### src/rtl/freq_pkg.sv
// ----------------------------------------------------------------------------
// freq_pkg
// Shared definitions for the frequency-counter gate sequencer.
//   state_t      : sequencer state encoding (also exported as a debug output)
//   RNG_*        : gate-range codes; the code doubles as the decimal-point position
//   TIMER_W      : width of the gate/phase down-counter (holds 100e6 - 1)
//   gate_cycles  : gate length in system clocks for a given range
// ----------------------------------------------------------------------------
package freq_pkg;

    typedef enum logic [2:0] {
        IDLE   = 3'd0,
        ARM    = 3'd1,
        GATE   = 3'd2,
        SETTLE = 3'd3,
        LATCH  = 3'd4,
        DONE   = 3'd5
    } state_t;

    localparam logic [1:0] RNG_1S    = 2'd0;
    localparam logic [1:0] RNG_100MS = 2'd1;
    localparam logic [1:0] RNG_10MS  = 2'd2;

    localparam int TIMER_W = 27;

    // CLK_HZ / 10**rng. clk_hz is a multiple of 100, so every range divides exactly.
    function automatic logic [TIMER_W-1:0] gate_cycles(input logic [1:0]  rng,
                                                       input int unsigned clk_hz);
        int unsigned cyc;
        case (rng)
            RNG_100MS: cyc = clk_hz / 10;
            RNG_10MS:  cyc = clk_hz / 100;
            default:   cyc = clk_hz;
        endcase
        return cyc[TIMER_W-1:0];
    endfunction

endpackage

### src/rtl/gate_timer.sv
// ----------------------------------------------------------------------------
// gate_timer
// Loadable down-counter that times every sequencer phase (ARM, GATE, SETTLE,
// LATCH). A phase of N cycles is timed by loading N-1 on phase entry; the phase
// ends on the cycle where zero is high. The counter parks at zero when idle.
// Ports:
//   clk      in   system clock
//   reset    in   asynchronous, active-low
//   load     in   load load_val this cycle (takes priority over counting)
//   load_val in   W-bit value to load
//   zero     out  count == 0
// ----------------------------------------------------------------------------
module gate_timer
    import freq_pkg::*;
#(
    parameter int W = TIMER_W
) (
    input  logic         clk,
    input  logic         reset,
    input  logic         load,
    input  logic [W-1:0] load_val,
    output logic         zero
);

    logic [W-1:0] count;

    always_ff @(posedge clk or negedge reset) begin
        if (!reset) begin
            count <= '0;
        end else if (load) begin
            count <= load_val;
        end else if (count != '0) begin
            count <= count - 1'b1;
        end
    end

    assign zero = (count == '0);

endmodule

### src/rtl/freq_gate_ctrl.sv
// ----------------------------------------------------------------------------
// freq_gate_ctrl
// Measurement sequencer for a BCD frequency-counter chain. Opens a timed gate
// window, lets the chain settle, then pulses the chain's active-low reset so
// each digit latches its count into its output buffer and clears. Captures
// overflow from the top digit's carry during the window.
//
// Optional feature (macro AUTORANGE_EN): after each measurement the gate range
// steps shorter on overflow and longer when the top buffered digit is zero.
// Without the macro the range is fixed at 1 s and msd_zero is ignored.
//
// Ports:
//   clk        in   system clock
//   reset      in   asynchronous, active-low
//   run        in   1 = measure continuously, 0 = stop/abort
//   ovf_in     in   top-digit carry (asynchronous, >= 1 clk wide)
//   msd_zero   in   most-significant buffered digit is zero (autorange only)
//   gate       out  counting window enable to the digit chain
//   cnt_rst_n  out  active-low latch+clear strobe to the digit chain
//   meas_valid out  one-cycle pulse: new buffered result available
//   overflow   out  last completed measurement overflowed
//   range      out  0 = 1 s, 1 = 100 ms, 2 = 10 ms gate (decimal-point position)
//   state_dbg  out  current sequencer state
//
// Handshake: there is no back-pressure. meas_valid is a single-cycle strobe in
// DONE; overflow and range are stable from that cycle until the next DONE.
// ----------------------------------------------------------------------------
module freq_gate_ctrl
    import freq_pkg::*;
#(
    parameter int unsigned CLK_HZ        = 100_000_000,
    parameter int unsigned SETTLE_CYCLES = 4,
    parameter int unsigned CLR_CYCLES    = 2
) (
    input  logic       clk,
    input  logic       reset,
    input  logic       run,
    input  logic       ovf_in,
    input  logic       msd_zero,
    output logic       gate,
    output logic       cnt_rst_n,
    output logic       meas_valid,
    output logic       overflow,
    output logic [1:0] range,
    output state_t     state_dbg
);

    localparam logic [TIMER_W-1:0] CLR_LOAD    = TIMER_W'(CLR_CYCLES - 1);
    localparam logic [TIMER_W-1:0] SETTLE_LOAD = TIMER_W'(SETTLE_CYCLES - 1);

    state_t               state;
    logic                 ovf_sticky;
    logic [2:0]           ovf_sync;
    logic                 ovf_edge;
    logic                 tmr_load;
    logic [TIMER_W-1:0]   tmr_val;
    logic                 tmr_zero;
    logic [TIMER_W-1:0]   gate_load;

`ifndef AUTORANGE_EN
    logic unused_msd_zero;
    assign unused_msd_zero = msd_zero;
`endif

    assign state_dbg = state;

    // ovf_sync[1:0] is the two-flop synchronizer; ovf_sync[2] is the delayed copy
    // used for rising-edge detection.
    always_ff @(posedge clk or negedge reset) begin
        if (!reset) begin
            ovf_sync <= '0;
        end else begin
            ovf_sync <= {ovf_sync[1:0], ovf_in};
        end
    end

    assign ovf_edge = ovf_sync[1] & ~ovf_sync[2];

    // range is already updated by the time DONE reloads the timer, so the new
    // range takes effect on the very next gate window.
    assign gate_load = gate_cycles(range, CLK_HZ) - 1'b1;

    // Timer reload happens exactly on the cycle the FSM leaves a state, loading
    // the length of the state being entered. LATCH->DONE needs no load: DONE is
    // always a single cycle.
    always_comb begin
        tmr_load = 1'b0;
        tmr_val  = '0;
        case (state)
            IDLE: begin
                if (run) begin
                    tmr_load = 1'b1;
                    tmr_val  = CLR_LOAD;
                end
            end
            ARM: begin
                if (run && tmr_zero) begin
                    tmr_load = 1'b1;
                    tmr_val  = gate_load;
                end
            end
            GATE: begin
                if (run && tmr_zero) begin
                    tmr_load = 1'b1;
                    tmr_val  = SETTLE_LOAD;
                end
            end
            SETTLE: begin
                if (run && tmr_zero) begin
                    tmr_load = 1'b1;
                    tmr_val  = CLR_LOAD;
                end
            end
            DONE: begin
                if (run) begin
                    tmr_load = 1'b1;
                    tmr_val  = gate_load;
                end
            end
            default: begin
                tmr_load = 1'b0;
                tmr_val  = '0;
            end
        endcase
    end

    gate_timer #(
        .W (TIMER_W)
    ) u_timer (
        .clk      (clk),
        .reset    (reset),
        .load     (tmr_load),
        .load_val (tmr_val),
        .zero     (tmr_zero)
    );

    always_ff @(posedge clk or negedge reset) begin
        if (!reset) begin
            state      <= IDLE;
            gate       <= 1'b0;
            cnt_rst_n  <= 1'b1;
            meas_valid <= 1'b0;
            overflow   <= 1'b0;
            range      <= RNG_1S;
            ovf_sticky <= 1'b0;
        end else begin
            meas_valid <= 1'b0;
            case (state)
                IDLE: begin
                    gate      <= 1'b0;
                    cnt_rst_n <= 1'b1;
                    if (run) begin
                        state     <= ARM;
                        cnt_rst_n <= 1'b0;
                    end
                end
                ARM: begin
                    if (!run) begin
                        state     <= IDLE;
                        gate      <= 1'b0;
                        cnt_rst_n <= 1'b1;
                    end else if (tmr_zero) begin
                        state      <= GATE;
                        cnt_rst_n  <= 1'b1;
                        gate       <= 1'b1;
                        ovf_sticky <= 1'b0;
                    end
                end
                GATE: begin
                    if (!run) begin
                        state     <= IDLE;
                        gate      <= 1'b0;
                        cnt_rst_n <= 1'b1;
                    end else begin
                        if (ovf_edge) begin
                            ovf_sticky <= 1'b1;
                        end
                        if (tmr_zero) begin
                            state <= SETTLE;
                            gate  <= 1'b0;
                        end
                    end
                end
                SETTLE: begin
                    if (!run) begin
                        state     <= IDLE;
                        gate      <= 1'b0;
                        cnt_rst_n <= 1'b1;
                    end else begin
                        // A carry still rippling out of the last gate cycle lands here.
                        if (ovf_edge) begin
                            ovf_sticky <= 1'b1;
                        end
                        if (tmr_zero) begin
                            state     <= LATCH;
                            cnt_rst_n <= 1'b0;
                        end
                    end
                end
                LATCH: begin
                    // Not abortable: the chain must finish latching and clearing.
                    if (tmr_zero) begin
                        state      <= DONE;
                        cnt_rst_n  <= 1'b1;
                        meas_valid <= 1'b1;
                        overflow   <= ovf_sticky;
`ifdef AUTORANGE_EN
                        if (ovf_sticky && (range < RNG_10MS)) begin
                            range <= range + 2'd1;
                        end else if (!ovf_sticky && msd_zero && (range > RNG_1S)) begin
                            range <= range - 2'd1;
                        end
`endif
                    end
                end
                DONE: begin
                    // LATCH already cleared the chain, so a continuous run skips ARM.
                    if (run) begin
                        state      <= GATE;
                        gate       <= 1'b1;
                        ovf_sticky <= 1'b0;
                    end else begin
                        state <= IDLE;
                    end
                end
                default: begin
                    state     <= IDLE;
                    gate      <= 1'b0;
                    cnt_rst_n <= 1'b1;
                end
            endcase
        end
    end

endmodule

### config.mk
export PLATFORM = sky130hd
export DESIGN_NAME = freq_gate_ctrl
export DESIGN_NICKNAME = d
export VERILOG_FILES = /design/src/rtl/freq_pkg.sv /design/src/rtl/gate_timer.sv /design/src/rtl/freq_gate_ctrl.sv
export SDC_FILE = /design/constraint.sdc
export NUM_CORES = 1
export LEC_CHECK = 0
export ABC_AREA = 1
export ABC_CLOCK_PERIOD_IN_PS = 1600
export CORE_MARGIN = 5
export CORE_UTILIZATION = 53
export DETAILED_ROUTE_END_ITERATION = 12
export PLACE_DENSITY_LB_ADDON = 0.2
export REMOVE_ABC_BUFFERS = 1
export SYNTH_ARGS = -nofsm -noshare
export SYNTH_HDL_FRONTEND = slang
export SYNTH_SLANG_ARGS = --single-unit
### constraint.sdc
create_clock -name clk -period 1.6 [get_ports clk]
set_input_delay 0.48 -clock clk [delete_from_list [all_inputs] [get_ports clk]]
set_output_delay 0.48 -clock clk [all_outputs]
set_load 0.005 [all_outputs]
## Word level (Yosys, flattened, before mapping)

Cells that the tools add are included.

- Add/sub/neg operators: 2
- Mux-type cells: 42
- Bitwise operators: 4
- Equal/unequal tests: 19
- Reduce and logical (&&, ||, !) cells: 14

Operator list:

| cell | number |
|---|---|
| $pmux W27 S5 | 1 |
| $mux W27 | 4 |
| $pmux W27 S2 | 1 |
| $sub A27 B1 Y27 const B | 2 |
| $logic_not A27 Y1 | 1 |
| $reduce_bool A27 Y1 | 1 |
| $mux W3 | 8 |
| $mux W1 | 21 |
| $pmux W3 S6 | 1 |
| $ne A2 B2 Y1 const B | 7 |
| $reduce_and A5 Y1 | 2 |
| $ne A3 B3 Y1 const B | 3 |
| $eq A3 B2 Y1 const B | 2 |
| $eq A3 B3 Y1 const B | 2 |
| $pmux W1 S6 | 1 |
| $reduce_and A6 Y1 | 1 |
| $pmux W1 S5 | 1 |
| $mux W2 | 2 |
| $ne A2 B1 Y1 const B | 2 |
| $reduce_or A2 Y1 | 2 |
| $eq A3 B1 Y1 const B | 1 |
| $logic_not A3 Y1 | 1 |
| $not A1 Y1 | 3 |
| $pmux W1 S3 | 1 |
| 10 further kinds | 10 |

- Flip-flop bits (word level): 38
- Logic and storage cells: 89
- Bits of input ports: 5

## Depth between registers and ports, before layout

- Depth after elaboration: 6
- Depth in mapped cells: 12

## By module

Synthesis repeated with hierarchy kept, for this count alone.

- Cell total of the unflattened synthesis: 374
- Area total of the unflattened synthesis: 2,517.4 sq um

Modules (own cells, without submodules):

| module | area an instance (sq um) | seq. area each (sq um) | times used | cells an instance |
|---|---|---|---|---|
| gate_timer | 1,858.0 | 675.6 | 1 | 293 |
| freq_gate_ctrl | 659.4 | 276.5 | 1 | 81 |

## Worst setup path before layout

No wires, ideal clock.

- Path type: reg2reg
- Start point: register u_timer.count[0]
- End point: register u_timer.count[23]
- Cell stages (with the launch flop): 11
- Buffers on the path: 1
- Required time: 1.480 ns
- Setup slack: -0.020 ns
- Arrival: 1.500 ns
- Period minus slack after synthesis: 1.620 ns
- Path through: dfrtp_1 -> inv_1 -> ha_1 -> nand2_2 -> nor2_4 -> nand2_2 -> inv_2 -> nand3b_1 -> nand2_2 -> buf_6 -> nor3_1

- Longest elaborated chain between the ends: 5
- Elaborated cells on any way between the ends: 11
- Those cells by class: add/sub (1); mux (6); reduce/logical (4)

RTL lines:

| what | line | text |
|---|---|---|
| start, declared | gate_timer.sv:25 | `logic [W-1:0] count;` |
| start signal, assigned | gate_timer.sv:31 | `count <= load_val;` |
| start signal, assigned | gate_timer.sv:33 | `count <= count - 1'b1;` |
| branches (longest 5 deep; another with $sub A27 B1 Y27) | - |  |

Several ways; the timed one is not identified. The select of a mux whose other input is x is not followed.
A chain may end at the register's enable or synchronous reset.

## Worst setup path in the final report

- Start point: register cnt_rst_n
- End point: output cnt_rst_n

RTL lines:

| what | line | text |
|---|---|---|
| start, declared | freq_gate_ctrl.sv:41 | `output logic cnt_rst_n,` |
| start signal, assigned | freq_gate_ctrl.sv:141 | `cnt_rst_n <= 1'b1;` |
| start signal, assigned | freq_gate_ctrl.sv:151 | `cnt_rst_n <= 1'b1;` |
| start signal, assigned | freq_gate_ctrl.sv:154 | `cnt_rst_n <= 1'b0;` |

No word-level cell between the ends.

==> results.yml <==
yosys:
  synthesis.area_sq_um: 2260
  synth.lib_cells_used.distinct: 30
  seq_area_frac_synth: 0.422
  post_synthesis_cell_count: 300
  synth_flop_cell: "dfrtp_1"
  yosys_warnings: 2
  xor_and_xnor_fraction_of_the_mapped_netlist_area: 0.0737
  synthMuxAreaShare: 0
  post_synth_adder_cell_area: 0.00554
  async_set_reset_flop_share_out_of_synthesis: 1.00
  simple_gate_fraction_of_synth_area: 0.357
  avgSynthCellArea_sq_um: 7.53
  ys_ff_latch: 38
  synth_enable_flop_cells: 0
  synth_top_family_by_area: "simple AND/OR/NAND/NOR gates"
  synth-compound-area-share: 0.0593
setup_path:
  critical_path.startpoint_type: "flop"
  cpMaxStageDelayCell: "dfstp_2"
  largest_incremental_delay_on_the_critical_path_ns: 0.53
  critical_path_class: "reg -> out"
  worst_path_dominant_cell_family: "flip-flops"
  required_ns: 1.12
  worst_ep_arrival_time_ns: 1.05
  path_cells: "dlygate4sd2_1"
  cp_max_fo: 2
  crit_path_end_kind: "output port"
  critPathBufInv: 1
floorplanning:
  die_area_sq_um: 5670
  core_area_sq_um: 4060
  row_count: 23
  floorplan.die.width_microns: 75.3
  pin_count: 14
  floorplan.initialDensity: 0.557
  floorplan.die.height_microns: 75.3
placed_design:
  dpl_worst_slack_ns: -0.298
  dpl.hpwl_microns: 3720
  port_buffers: 10
  routabilityCongestion: 0.927
  placed_area_sq_um: 2620
layout:
  syn2layout_area_growth_pct: 26.8
  final_core_util: 0.706
  layout.cell_area.non_filler_sq_um: 2860
  num-nets-final: 355
  insertedDiodeCount: 0
  fraction_of_final_layout_cells_with_drive_strength_greater_than_1: 0.254
route:
  finalWirelength_microns: 5130
  num_vias: 2033
  1st_pass_router_iterations: 4
  drt.antenna.violating_nets: 0
  vias_per_cell: 5.08
  drt_iter0_drc: 127
  drc_errors: 0
  routed_wire_length_per_instance_microns: 12.8
pwr:
  areal_power_density_over_the_cells_nw_per_um2: 2050
  sw_frac_of_total: 0.468
  leakagePower_nw: 1.49
  total_power_mw: 5.86
  internal_power_mw: 3.12
  p_sw_mw: 2.74
  clk_network_pwr_share: 0.109
  comb_power_share: 0.625
  worst_ir_drop_vdd_mv: 1.08
  share_seq_of_total_power: 0.266
clock_network:
  tritoncts_clock_tree: "yes"
  clk_latency_ns: 0.29
  cts.path.max_buffers: 2
  cts.sink_count: 38
  cts.clk_slew.worst_paths_ns: 0.08
  clk_root_buffer_cell: "clkbuf_8"
  cts_hold_buffers: 0
  tritoncts.num_buffers: 5
  cts_max_level: 2
global_route:
  grt_overflow: 0
  grt_antenna_before_repair: 0
  pin_count_of_the_biggest_net_entering_global_routing: 23
  number_of_global_route_vias_before_repair: 2020
  grt_pass1_wl_microns: 8740
  globalRouteTotalUtil: 0.204
sta:
  final_setup_violation_count: 0
  worst_case_clock_skew_ns: 0.00923
  period_minus_slack_ns: 1.53
  final_critical_path_setup_slack_ns: 0.0688
  highest_attainable_clock_frequency_mhz: 653
  hold_violation_count_in_the_final_report: 0
  grt_setup_unrepaired: "yes"
  finalCritPeriodShare: 0.957
  slew_violations: 0
run:
  drv_cap: 0
min_path:
  hold_class: "in -> async"
run_status:
  status: "complete, no violations"
==> sequential cells by signal, indices dropped and copies added (netlist names) <==
signal,cells
u_timer.count,27
ovf_sync,3
state_dbg,3
cnt_rst_n,1
gate,1
meas_valid,1
overflow,1
ovf_sticky,1
==> cell families after synthesis <==
family | Yosys count
other | 1
and+or+nand+nor | 184
DFF | 38
buffers and inverters | 38
adders and majority gates | 1
xor gates and xnor gates | 19
AOI/OAI and AO/OA | 19
==> what timing repair did <==
item                       CTS  global route
hold endpoints to repair     0             0
resized for setup           12            30
pin swaps                    1             5
setup buffers                4             5
setup endpoints to repair   35            33
==> metal layers <==
layer / vias to the layer above / part of all wire / global-route usage / routed length [microns]
met1: 931 / 0.48 / 0.286 / 2460
li1: 1049 / - / - / -
met2: 44 / 0.45 / 0.308 / 2290
met4: 0 / 0.016 / 0.0680 / 81
met3: 9 / 0.059 / 0.0547 / 301
met5: - / 0 / 0 / 0
==> area by class of cell <==
type                    count  area, sq um
well taps                  50         62.6
fillers                   332         1190
clock buffers               6         72.6
repair buffers             48          428
flip-flops and latches     38          952
multi-input cells         225         1220
clock inverters             2         10.0
inverters                  31          119
==> Yosys cell counts (3+ instances only) <==
library cell / number / share of area
xor2_1: 15 / 0.058
buf_4: 3 / 0.010
buf_6: 4 / 0.020
nor2_1: 53 / 0.088
nor3_1: 22 / 0.049
nand2_1: 75 / 0.12
o211ai_1: 3 / 0.010
xnor2_1: 4 / 0.016
inv_2: 4 / 0.0066
inv_1: 27 / 0.045
nor2_2: 4 / 0.011
nand4_1: 6 / 0.017
dfrtp_1: 37 / 0.41
nand2_2: 3 / 0.0083
nand3_1: 14 / 0.031
o21ai_0: 7 / 0.016
==> cells in the final DEF (no fill, tap or decap), types with 7 or more instances in the layout <==
cell,Yosys,routed
nor3_1,22,20
dlygate4sd2_1,0,7
nor2_2,4,13
buf_4,3,33
nor2_1,53,41
dfrtp_1,37,37
nand3_1,14,13
nand2_1,75,72
inv_1,27,24
xor2_1,15,15
==> final timing paths <==
kind | startpoint | depth (start not counted) | endpoint | slack (ns)
min in group clk | ovf_sync[0]$_DFF_PN0_ | 0 | ovf_sync[1]$_DFF_PN0_ | 0.36
worst max register to register | state_dbg[2]$_DFFE_PN0P_ | 11 | gate$_DFFE_PN0P_ | 0.07
max in group asynchronous | reset | 2 | cnt_rst_n$_DFFE_PN1P_ | 0.97
worst max-delay path | cnt_rst_n$_DFFE_PN1P_ | 1 | cnt_rst_n | 0.07
worst min-delay path | reset | 1 | u_timer.count[6]$_DFFE_PN0P_ | 0.10
worst min register to register | ovf_sync[0]$_DFF_PN0_ | 0 | ovf_sync[1]$_DFF_PN0_ | 0.36
==> stage by stage <==
step                      hold slack (ns)  std cells  setup TNS (ns)
final                               0.100        400               0
after global routing                0.118        400          -0.618
after CTS                           0.107        395               0
after detailed placement            0.346        383           -8.45
after global placement              0.339        383           -7.92
after floorplan                     0.184        294           -2.48
==> power groups by stage <==
stage	combinational [mW]	sequential [mW]	clock, mW
after floorplan	2.25	1.54	0
after global placement	3.16	1.56	0
after detailed placement	3.22	1.57	0
after CTS	3.31	1.54	0.656
after global routing	4.16	1.60	0.699
final	3.66	1.56	0.637
Power figures use the tool's default switching activity.
